==> config.mk <==
export PLATFORM = sky130hd
export DESIGN_NAME = mod_control_contador
export DESIGN_NICKNAME = d
export VERILOG_FILES = /design/src/rtl/mod_control_contador.sv
export SDC_FILE = /design/constraint.sdc
export NUM_CORES = 1
export LEC_CHECK = 0
export ABC_CLOCK_PERIOD_IN_PS = 8100
export CAP_MARGIN = 25
export CELL_PAD_IN_SITES_DETAIL_PLACEMENT = 0
export CELL_PAD_IN_SITES_GLOBAL_PLACEMENT = 1
export CORE_MARGIN = 1
export CORE_UTILIZATION = 54
export CTS_BUF_LIST = sky130_fd_sc_hd__clkbuf_4 sky130_fd_sc_hd__clkbuf_8
export CTS_CLUSTER_SIZE = 20
export DETAILED_ROUTE_END_ITERATION = 7
export DONT_BUFFER_PORTS = 1
export PLACE_DENSITY = 0.95
export SETUP_SLACK_MARGIN = 0.2
export SYNTH_ARGS = -nofsm -noshare
export SYNTH_HDL_FRONTEND = slang
export SYNTH_SLANG_ARGS = --single-unit
==> constraint.sdc <==
create_clock -name CLK_cont -period 8.1 [get_ports CLK_cont]
set_input_delay 1.215 -clock CLK_cont [delete_from_list [all_inputs] [get_ports CLK_cont]]
set_output_delay 1.215 -clock CLK_cont [all_outputs]
set_load 0.05 [all_outputs]
==> src/rtl/mod_control_contador.sv <==
// Gated pulse counter controller: drives an external wrapping counter over a fixed
// window, tracks its wraps and publishes the total count with an overflow flag.
module mod_control_contador #(
    parameter int VENTANA    = 1000,
    parameter int MAX_CUENTA = 20
) (
    input  logic       CLK_cont,
    input  logic       Reset,
    input  logic       Inicio,
    input  logic       Parar,
    input  logic       Pulso_in,
    input  logic [4:0] Cuenta,
    output logic       Cont_clr,
    output logic       Cont_inc,
    output logic       Ocupado,
    output logic       Listo,
    output logic [9:0] Resultado,
    output logic       Desborde
);

    localparam logic [15:0] TIMER_ULTIMO = 16'(VENTANA - 1);
    localparam logic [9:0]  MODULO       = 10'(MAX_CUENTA + 1);
    localparam logic [4:0]  CUENTA_TOPE  = 5'(MAX_CUENTA);
    localparam logic [4:0]  VUELTAS_MAX  = 5'd31;

    typedef enum logic [2:0] {
        IDLE,
        CLEAR,
        COUNT,
        SETTLE,
        LATCH
    } estado_t;

    estado_t     estado;
    estado_t     estado_sig;

    logic        sync_p0;
    logic        sync_p1;
    logic        sync_p2;
    logic        flanco;
    logic        vuelta;
    logic [15:0] timer;
    logic [4:0]  vueltas;
    logic        desborde_int;

    function automatic logic [9:0] total_saturado(input logic       ovf,
                                                  input logic [4:0] v,
                                                  input logic [4:0] c);
        logic [9:0] total;
        total = 10'(v) * MODULO + 10'(c);
        return ovf ? 10'h3FF : total;
    endfunction

    // Stage p0/p1: two-flop synchronizer; p2: history register for rising-edge detection
    always_ff @(posedge CLK_cont) begin
        if (!Reset) begin
            sync_p0 <= 1'b0;
            sync_p1 <= 1'b0;
            sync_p2 <= 1'b0;
        end else begin
            sync_p0 <= Pulso_in;
            sync_p1 <= sync_p0;
            sync_p2 <= sync_p1;
        end
    end

    assign flanco = sync_p1 & ~sync_p2;
    assign vuelta = Cont_inc && (Cuenta == CUENTA_TOPE);

    always_ff @(posedge CLK_cont) begin
        if (!Reset) begin
            estado <= IDLE;
        end else begin
            estado <= estado_sig;
        end
    end

    always_comb begin
        estado_sig = estado;
        unique case (estado)
            IDLE:    if (Inicio) estado_sig = CLEAR;
            CLEAR:   estado_sig = Parar ? IDLE : COUNT;
            COUNT: begin
                if (Parar)                       estado_sig = IDLE;
                else if (timer == TIMER_ULTIMO)  estado_sig = SETTLE;
            end
            SETTLE:  estado_sig = Parar ? IDLE : LATCH;
            LATCH:   estado_sig = IDLE;
            default: estado_sig = IDLE;
        endcase
    end

    assign Ocupado = (estado != IDLE);

    // Commands are registered so the external counter sees clean, glitch-free enables
    always_ff @(posedge CLK_cont) begin
        if (!Reset) begin
            Cont_clr <= 1'b0;
            Cont_inc <= 1'b0;
            Listo    <= 1'b0;
        end else begin
            Cont_clr <= (estado_sig == CLEAR);
            Cont_inc <= (estado == COUNT) && (estado_sig != IDLE) && flanco;
            Listo    <= (estado == LATCH);
        end
    end

    always_ff @(posedge CLK_cont) begin
        if (!Reset) begin
            timer        <= '0;
            vueltas      <= '0;
            desborde_int <= 1'b0;
        end else if (estado == CLEAR) begin
            timer        <= '0;
            vueltas      <= '0;
            desborde_int <= 1'b0;
        end else begin
            if (estado == COUNT) begin
                timer <= timer + 16'd1;
            end
            if (vuelta) begin
                if (vueltas == VUELTAS_MAX) desborde_int <= 1'b1;
                else                        vueltas      <= vueltas + 5'd1;
            end
        end
    end

    // Result is captured together with Listo, so it is valid while Listo is high
    always_ff @(posedge CLK_cont) begin
        if (!Reset) begin
            Resultado <= '0;
            Desborde  <= 1'b0;
        end else if (estado == LATCH) begin
            Resultado <= total_saturado(desborde_int, vueltas, Cuenta);
            Desborde  <= desborde_int;
        end
    end

endmodule

==> impl_metrics.toml, run 1 <==
[cells_and_area]
drive_gt1_share_pct = 7.224
finalInstanceArea_sq_mm = 0.002545
area_growth_pct = 4.522
register_area_sq_um = 840.8
fin_util_pct = 58.45
nets = 305
multi_input_area_sq_mm = 0.001480
n_fill_cell = 375
n_antenna_cell = 0

[power]
power_frac_comb_pct = 3.6
power_frac_seq_pct = 57.5
p_int_w = 0.0002849
pwr-share-clk_pct = 38.9
ir_worst_vdd_uv = 118.5
p_sw_w = 0.00008337
p_per_area_mw_per_mm2 = 144.7
power_switching_share_pct = 22.64
leakagePower_nw = 1.104

[worst_setup_path]
crit_fanout = 5
worstPathCellList = "ha_1 > ha_1 > inv_1 > fa_1 > inv_1 > ha_1 > o21ai_0 > nor2_1 > o41ai_1 > xor2_1 > a21oi_1"
path_buf_inv = 2
slowest_stage = "fa_1"
cpPeakStageDelay_ps = 520
crit_family = "adder cells"
cp-end-kind = "flop"
crit_top_cell = "ha_1"
startpoint_type = "primary input"
cp.required_ps = 8280
cp.arrival_ps = 3590
path_class = "primary input to flop"

[cts]
postCtsResizedCells = 0
h-tree-depth = 2
numCtsBuffers = 5
root_buffer = "clkbuf_8"
clock_latency_ps = 300
clock-sinks = 42
post_cts_buffers = 0
holdBufCountCts = 0
cts_tree = "done"
clkTransAtPathRegs_ps = 80
clk_path_buf_depth = 2

[grt]
use_met3_pct = 5.117
grt_use_met2_pct = 29.23
grt_max_degree = 22
grt_pass1_vias = 1657
grt_pass1_wl_microns = 7590
grt.busiest_layer = "met2"
track_usage_pct = 19.65
grt.overflow.total = 0
met1_usage_pct = 26.75
grt_antenna_before_repair = 0

[sta]
worstMarginPinSlew_ps = 797.4
slew_viol_final = 0
fmaxAchievable_ghz = 0.2937
setup_violations = 0
period_needed_ps = 3405
whs_ps = 441.7
relSlewSlack_pct = 46.83
hold_viol_final = 0
fin_skew_ps = 6.956
tns_ps = 0
rsz0062_at_grt = "false"
post-route-period-util_pct = 42.04

[place]
dpl-instance-area_sq_mm = 0.002450
numPortBuffers = 0
hpwl_microns = 3245
gp_congestion = 0.8618

[logic_synthesis]
syn_inst = 263
yosysMostFrequentCell = "dfxtp_1"
synth_top_area_share_pct = 34.53
async_flop_share_pct = 0
yosysWarnings = 0
yosys-top-cells-area = "dfxtp_1 (35%), ha_1 (15%), nor2_1 (4.6%)"
yosysSeqAreaShare_pct = 34.53
netlist_area_sq_mm = 0.002435
ys_types = 46
yosys-top-cells-count = "dfxtp_1 (42), nor2_1 (30), ha_1 (29)"
ys_seq_elements = 42
synthesis.nets = 306
synth_ff_type = "dfxtp_1"
syn_area_per_cell_sq_um = 9.258
netlist.top_cell.by_area = "dfxtp_1"
synth-edff-count = 0

[floorplanning]
coreArea_sq_mm = 0.004354
dieWidth_microns = 69.15
num_rows = 24
pin_count = 25
initial_core_util_pct = 55.92
die_area_sq_mm = 0.004782
chipHeight_microns = 69.15

[routing]
wl_per_cell_microns = 13.84
vias = 1776
routed_wl_microns = 4360
drc = 0
first_iter_violations = 86
ant_nets = 0
dr.pass1.iters = 4
vias_per_cell = 5.638

[status]
status = "completed"

[job]
max_cap_viol_count = 0

[worst_hold_path]
hp-class = "flop to flop"
==> state kept, by name, indices dropped and copies added (netlist names) <==
| signal | count |
|---|---|
| vueltas | 5 |
| timer | 16 |
| desborde_int | 1 |
| Cont_clr | 1 |
| sync_p0 | 1 |
| Cont_inc | 1 |
| sync_p1 | 1 |
| Resultado | 10 |
| Desborde | 1 |
| sync_p2 | 1 |
| estado | 3 |
| Listo | 1 |
==> through the flow <==
stage               total power (W)  instances  worst slack [ps]
CTS                       0.0003713        315              4692
global route              0.0003830        315              4503
global placement          0.0002297        307              4420
floorplan                 0.0002291        263              4523
finish                    0.0003683        315              4695
detailed placement        0.0002299        307              4393
==> per-layer routing <==
metal / wire length, microns / vias to the layer above / part of all wire [%]
met4: 85 / 0 / 1.9
met2: 1868 / 32 / 43
li1: - / 916 / -
met3: 174 / 9 / 4.0
met1: 2232 / 819 / 51
met5: 0 / - / 0
==> layout make-up <==
| type | count | share of cell area [%] |
|---|---|---|
| Clock buffer | 7 | 3.540 |
| Clock inverter | 1 | 0.1967 |
| Inverter | 17 | 2.507 |
| Multi-Input combinational cell | 196 | 58.16 |
| Sequential cell | 42 | 33.04 |
| Tap cell | 52 | 2.557 |
==> kinds of logic (layout without fill, tap and decap cells) <==
kind of cell | Yosys count | count (layout) | synth area share, %
simple gates | 98 | 98 | 24.46
compound gates | 44 | 44 | 10.48
flops | 42 | 42 | 34.53
fa+ha+maj | 33 | 33 | 18.19
buf+inv | 25 | 25 | 4.676
xor+xnor | 19 | 19 | 6.835
mux | 2 | 2 | 0.8222
==> worst paths after layout <==
kind	start	endpoint	slack, ps	depth (start not counted)
worst max-delay path	Cuenta[4]	Resultado[9]$_SDFFE_PN0P_	4690	11
worst max register to register	vueltas[2]$_SDFFE_PP0P_	Resultado[9]$_SDFFE_PN0P_	5120	11
worst min-delay path	sync_p0$_SDFF_PN0_	sync_p1$_SDFF_PN0_	440	1
worst min register to register	sync_p0$_SDFF_PN0_	sync_p1$_SDFF_PN0_	440	1
==> layout by cell type (no fill, tap or decap), types with 6 or more instances in the layout <==
cell type,netlist,routed
nor3_1,11,11
and2_1,6,6
xor2_1,10,10
nor2_1,30,30
inv_1,17,17
o21ai_0,17,17
nand2_1,13,13
a21oi_1,15,15
xnor2_1,9,9
ha_1,29,29
dfxtp_1,42,42
clkbuf_8,1,6
==> power groups by stage <==
stage / clock network, W / registers (W) / logic [W]
2_1_floorplan: 0 / 0.000215 / 0.0000137
3_5_place_dp: 0 / 0.000216 / 0.0000134
4_1_cts: 0.000146 / 0.000212 / 0.0000135
3_3_place_gp: 0 / 0.000216 / 0.0000133
6_report: 0.000143 / 0.000212 / 0.0000133
5_1_grt: 0.000156 / 0.000212 / 0.0000153
Power figures use the tool's default switching activity.
==> run 2, diff against run 1 <==
ABC_CLOCK_PERIOD_IN_PS = 3300   (was 8100)
CORE_UTILIZATION = 51   (was 54)
PLACE_DENSITY = 0.93   (was 0.95)
clock period = 3.3 ns   (was 8.1 ns; I/O delays follow)
==> impl_metrics.toml, run 2 (same netlist as run 1, synthesis figures left out) <==
[place]
pre_cts_ws_ps = 292.8
post-place-cells = 307
gp_congestion = 0.9091
hpwl_microns = 3368
numPortBuffers = 0

[floorplanning]
chipHeight_microns = 71.10
num_rows = 24
coreArea_sq_mm = 0.004474
initial_core_util_pct = 54.42
pin_count = 25
dieWidth_microns = 71.10
die_area_sq_mm = 0.005055

[cts]
cts_tree = "done"
numCtsBuffers = 5
h-tree-depth = 2
clk_path_buf_depth = 2
clock-sinks = 42
clkTransAtPathRegs_ps = 80
root_buffer = "clkbuf_8"
clock_latency_ps = 300

[cells_and_area]
n_fill_cell = 407
area_growth_pct = 4.882
reg.largest.list = "timer x16, Resultado x10, vueltas x5"
top_register = "timer"
n_antenna_cell = 0
largest_reg_flops = 16
register_area_sq_um = 844.6
multi_input_area_sq_mm = 0.001485
mostFrequentLayoutCells = "dfxtp_1 (39), nor2_1 (30), ha_1 (29)"
drive_gt1_share_pct = 8.745
final_cells = 315
nets = 305
layout_commonest_cell = "dfxtp_1"

[routing]
routed_wl_microns = 4473
wl_met3_microns = 278
highest_layer = "met4"
wl_met1_microns = 2159
vias_per_cell = 5.635
wl_per_cell_microns = 14.20
ant_nets = 0
wl_met2_microns = 2003
first_iter_violations = 108
dr.pass1.iters = 6
drc = 0
vias = 1775

[sta]
setup_violations = 0
fmaxAchievable_ghz = 0.3407
fin_skew_ps = 9.286
hold_viol_final = 0
tns_ps = 0
worstMarginPinSlew_ps = 791.9
post-route-period-util_pct = 88.95
rsz0062_at_grt = "false"
setup_ws_ps = 364.7
relSlewSlack_pct = 47.20
period_needed_ps = 2935
slew_viol_final = 0

[grt]
grt_pass1_wl_microns = 7665
grt.overflow.total = 0
track_usage_pct = 19.32
grt_max_degree = 22
grt_antenna_before_repair = 0
grt_pass1_vias = 1631

[status]
status = "completed"

[worst_setup_path]
startpoint_type = "flop"
crit_family = "adder cells"
crit_top_cell = "ha_1"
cpPeakStageDelay_ps = 540
slowest_stage = "fa_1"
cp.arrival_ps = 3100
cp.required_ps = 3470
worstPathCellList = "ha_1 > ha_1 > inv_1 > fa_1 > inv_1 > ha_1 > o21ai_0 > nor2_1 > o41ai_1 > xor2_1 > a21oi_1"
path_class = "flop to flop"
cp-end-kind = "flop"
crit_fanout = 6
path_buf_inv = 2

[job]
max_cap_viol_count = 0

[power]
ir_worst_vdd_uv = 272.9
p_per_area_mw_per_mm2 = 353.5
leakagePower_nw = 1.107

[worst_hold_path]
hp-class = "primary input to flop"
[run 2: cell counts in the layout (fill, tap and decap cells not counted)]
Identical to the previous run, type by type.
[run 2: layout make-up]
| class | instances | share of cell area (%) |
|---|---|---|
| multi-input combinational | 196 | 58.16 |
| clock buffer | 7 | 3.528 |
| sequential | 42 | 33.07 |
| tap | 52 | 2.548 |
| inverter | 17 | 2.499 |
| clock inverter | 1 | 0.1960 |
[run 2: per-stage QoR]
step                power [W]  hold WS (ps)  area, sq um  util (%)
CTS                 0.0009133         310.0         2545     56.88
detailed placement  0.0005648         418.6         2450     54.75
floorplan           0.0005624         411.9         2435         -
global route        0.0009453         302.5         2554     57.07
global placement    0.0005643         415.5         2450     54.75
finish              0.0009028         322.9         2554     57.07
[run 2: path summary, 6_finish.rpt]
check             slack (ps)  cells after the start                         to                     from
setup / recovery         360                     11  Resultado[9]$_SDFFE_PN0P_  vueltas[1]$_SDFFE_PP0P_
setup reg to reg         360                     11  Resultado[9]$_SDFFE_PN0P_  vueltas[1]$_SDFFE_PP0P_
hold reg to reg          440                      1         sync_p1$_SDFF_PN0_       sync_p0$_SDFF_PN0_
hold / removal           320                      1         sync_p0$_SDFF_PN0_                 Pulso_in
[run 2: routing by layer]
metal	up-vias	track usage [%]
li1	912	-
met1	824	26.13
met2	34	29.70
met3	5	7.123
met4	0	4.000
met5	-	0
[run 2: power by group]
group	internal (W)	switching, W	leakage, nW
logic	0.0000120	0.0000211	0.714
registers	0.000511	0.00000874	0.341
clock network	0.000177	0.000173	0.0517
total	0.000700	0.000203	1.11
[run 2: worst reg2reg max path, delay by kind of cell (launching register included)]
family / cells / cell delay [ps]
compound gates: 3 / 520
xor+xnor: 1 / 190
fa+ha+maj: 4 / 1460
buf+inv: 2 / 100
flops: 1 / 460
simple gates: 1 / 70
[run 2: what timing repair did]
item                       in CTS  in global routing
setup endpoints to repair       0                  2
hold buffers                    0                  0
gates resized for setup         0                  4
setup buffers                   0                  0
==> run 3, diff against run 2 <==
PLACE_DENSITY = 0.87   (was 0.93)
==> impl_metrics.toml, run 3 (same netlist as run 1, synthesis figures left out) <==
[worst_hold_path]
hold_end = "sync_p0$_SDFF_PN0_"
worstHoldStart = "Pulso_in"
hp-class = "primary input to flop"
whs_path_depth = 1

[worst_setup_path]
cp.arrival_ps = 3040
worstPathCellList = "ha_1 > ha_1 > inv_1 > fa_1 > inv_1 > ha_1 > a211oi_1 > nor2_1 > o41ai_2 > xor2_1 > a21oi_1"
cp.required_ps = 3480
crit_fanout = 6
r2r_slack_ps = 440
r2r_cells = 11
startpoint_type = "flop"
cp-end-kind = "flop"
path_buf_inv = 2
slowest_stage = "fa_1"
r2r-end = "Resultado[9]$_SDFFE_PN0P_"
crit_family = "adder cells"
timing.rr.start = "vueltas[2]$_SDFFE_PP0P_"
path_class = "flop to flop"
cpPeakStageDelay_ps = 520
crit_top_cell = "ha_1"

[cts]
root_buffer = "clkbuf_8"
h-tree-depth = 2
numCtsBuffers = 5
clkTransAtPathRegs_ps = 80
cts_tree = "done"
clock-sinks = 42
holdBufCountCts = 0
clk_path_buf_depth = 2
clock_latency_ps = 290

[cells_and_area]
drive_gt1_share_pct = 7.985
layout_commonest_cell = "dfxtp_1"
n_antenna_cell = 0
reg.largest.list = "timer x16, Resultado x10, vueltas x5"
nets = 306
mostFrequentLayoutCells = "dfxtp_1 (41), nor2_1 (30), ha_1 (29)"
area_growth_pct = 5.909
largest_reg_flops = 16
n_fill_cell = 402
top_register = "timer"

[floorplanning]
die_area_sq_mm = 0.005055
chipHeight_microns = 71.10
num_rows = 24
coreArea_sq_mm = 0.004474
dieWidth_microns = 71.10
pin_count = 25
initial_core_util_pct = 54.42

[grt]
grt_pass1_vias = 1704
grt.overflow.total = 0
grt_max_degree = 22
grt_antenna_before_repair = 0
grt_pass1_wl_microns = 7714
track_usage_pct = 19.69

[sta]
hold_viol_final = 0
relSlewSlack_pct = 45.82
setup_violations = 0
fin_skew_ps = 7.968
tns_ps = 0
slew_viol_final = 0
post-route-period-util_pct = 86.65
period_needed_ps = 2859
rsz0062_at_grt = "false"
worstMarginPinSlew_ps = 812.5
fmaxAchievable_ghz = 0.3497

[place]
numPortBuffers = 0
hpwl_microns = 3268
gp_congestion = 0.7368

[status]
status = "complete, but fails checks"
violations = "DRC"

[routing]
wl_per_cell_microns = 13.66
first_iter_violations = 125
vias = 1733
vias_per_cell = 5.502
routed_wl_microns = 4302
ant_nets = 0
dr.pass1.iters = 6
drc = 1

[power]
p_total_w = 0.0009634
ir_worst_vdd_uv = 338.2
leakagePower_nw = 1.126
p_per_area_mw_per_mm2 = 373.6

[job]
max_cap_viol_count = 0
-- run 3: cell count changes in the layout (fill, tap and decap cells not counted) --
cell       previous run  this run
bufinv_16             0         1
clkinv_2              1         0
dfxtp_2               3         1
o41ai_1               1         0
dfxtp_1              39        41
buf_4                 0         1
a211oi_2              1         0
o41ai_2               0         1
clkbuf_4              1         0
a211oi_1              0         1
-- run 3: per-layer routing --
metal / GRT usage, % / vias to the layer above / wire, microns
li1: - / 910 / -
met4: 6.667 / 0 / 23
met1: 28.30 / 793 / 2241
met2: 28.21 / 28 / 1791
met5: 0 / - / 0
met3: 5.698 / 2 / 247
-- run 3: area by class of cell --
type	instances	area [sq um]	share of cell area, %
repair buffers	1	7.507	0.2911
multi-input cells	196	1488	57.69
clock buffers	6	82.58	3.202
well taps	52	65.06	2.523
clock inverters	1	30.03	1.164
inverters	17	63.81	2.475
flip-flops and latches	42	842.1	32.65
-- run 3: timing repair --
item | 4_1_cts | 5_1_grt
endpoints found under the setup margin | 0 | 2
gates resized for setup | 0 | 2
setup buffers | 0 | 0
-- run 3: how the worst max path moves through the flow --
stage | startpoint | to | slack (ps) | cells after the start
global route | vueltas[3]$_SDFFE_PP0P_ | Resultado[8]$_SDFFE_PN0P_ | 230 | 10
CTS | vueltas[2]$_SDFFE_PP0P_ | Resultado[9]$_SDFFE_PN0P_ | 350 | 11
floorplan | Cuenta[4] | Resultado[9]$_SDFFE_PN0P_ | 440 | 11
finish | vueltas[2]$_SDFFE_PP0P_ | Resultado[9]$_SDFFE_PN0P_ | 440 | 11
detailed placement | Cuenta[3] | Resultado[8]$_SDFFE_PN0P_ | 300 | 10
global placement | Cuenta[3] | Resultado[8]$_SDFFE_PN0P_ | 330 | 10
-- run 3: worst register-to-register path: stages (launching register included) --
cell      delay, ps
dfxtp_1         460
ha_1            280
ha_1            270
inv_1            50
fa_1            520
inv_1            40
ha_1            240
a211oi_1        310
nor2_1          100
o41ai_2         230
xor2_1          170
a21oi_1          70
-- run 3: through the flow --
step	worst slack, ps	cells	hold WS (ps)	instance area, sq um	utilization (%)
detailed placement	298.9	308	421.5	2457	54.92
global route	232.8	315	320.1	2579	57.63
finish	440.6	315	326.1	2579	57.63
floorplan	442.7	263	411.9	2435	-
CTS	353.6	315	310.4	2570	57.44
global placement	334.1	308	417.9	2457	54.92
-- run 3: report_power, final --
group	switching [W]	internal [W]
logic	0.0000215	0.0000120
registers	0.00000853	0.000511
clock network	0.000169	0.000242
total	0.000199	0.000765
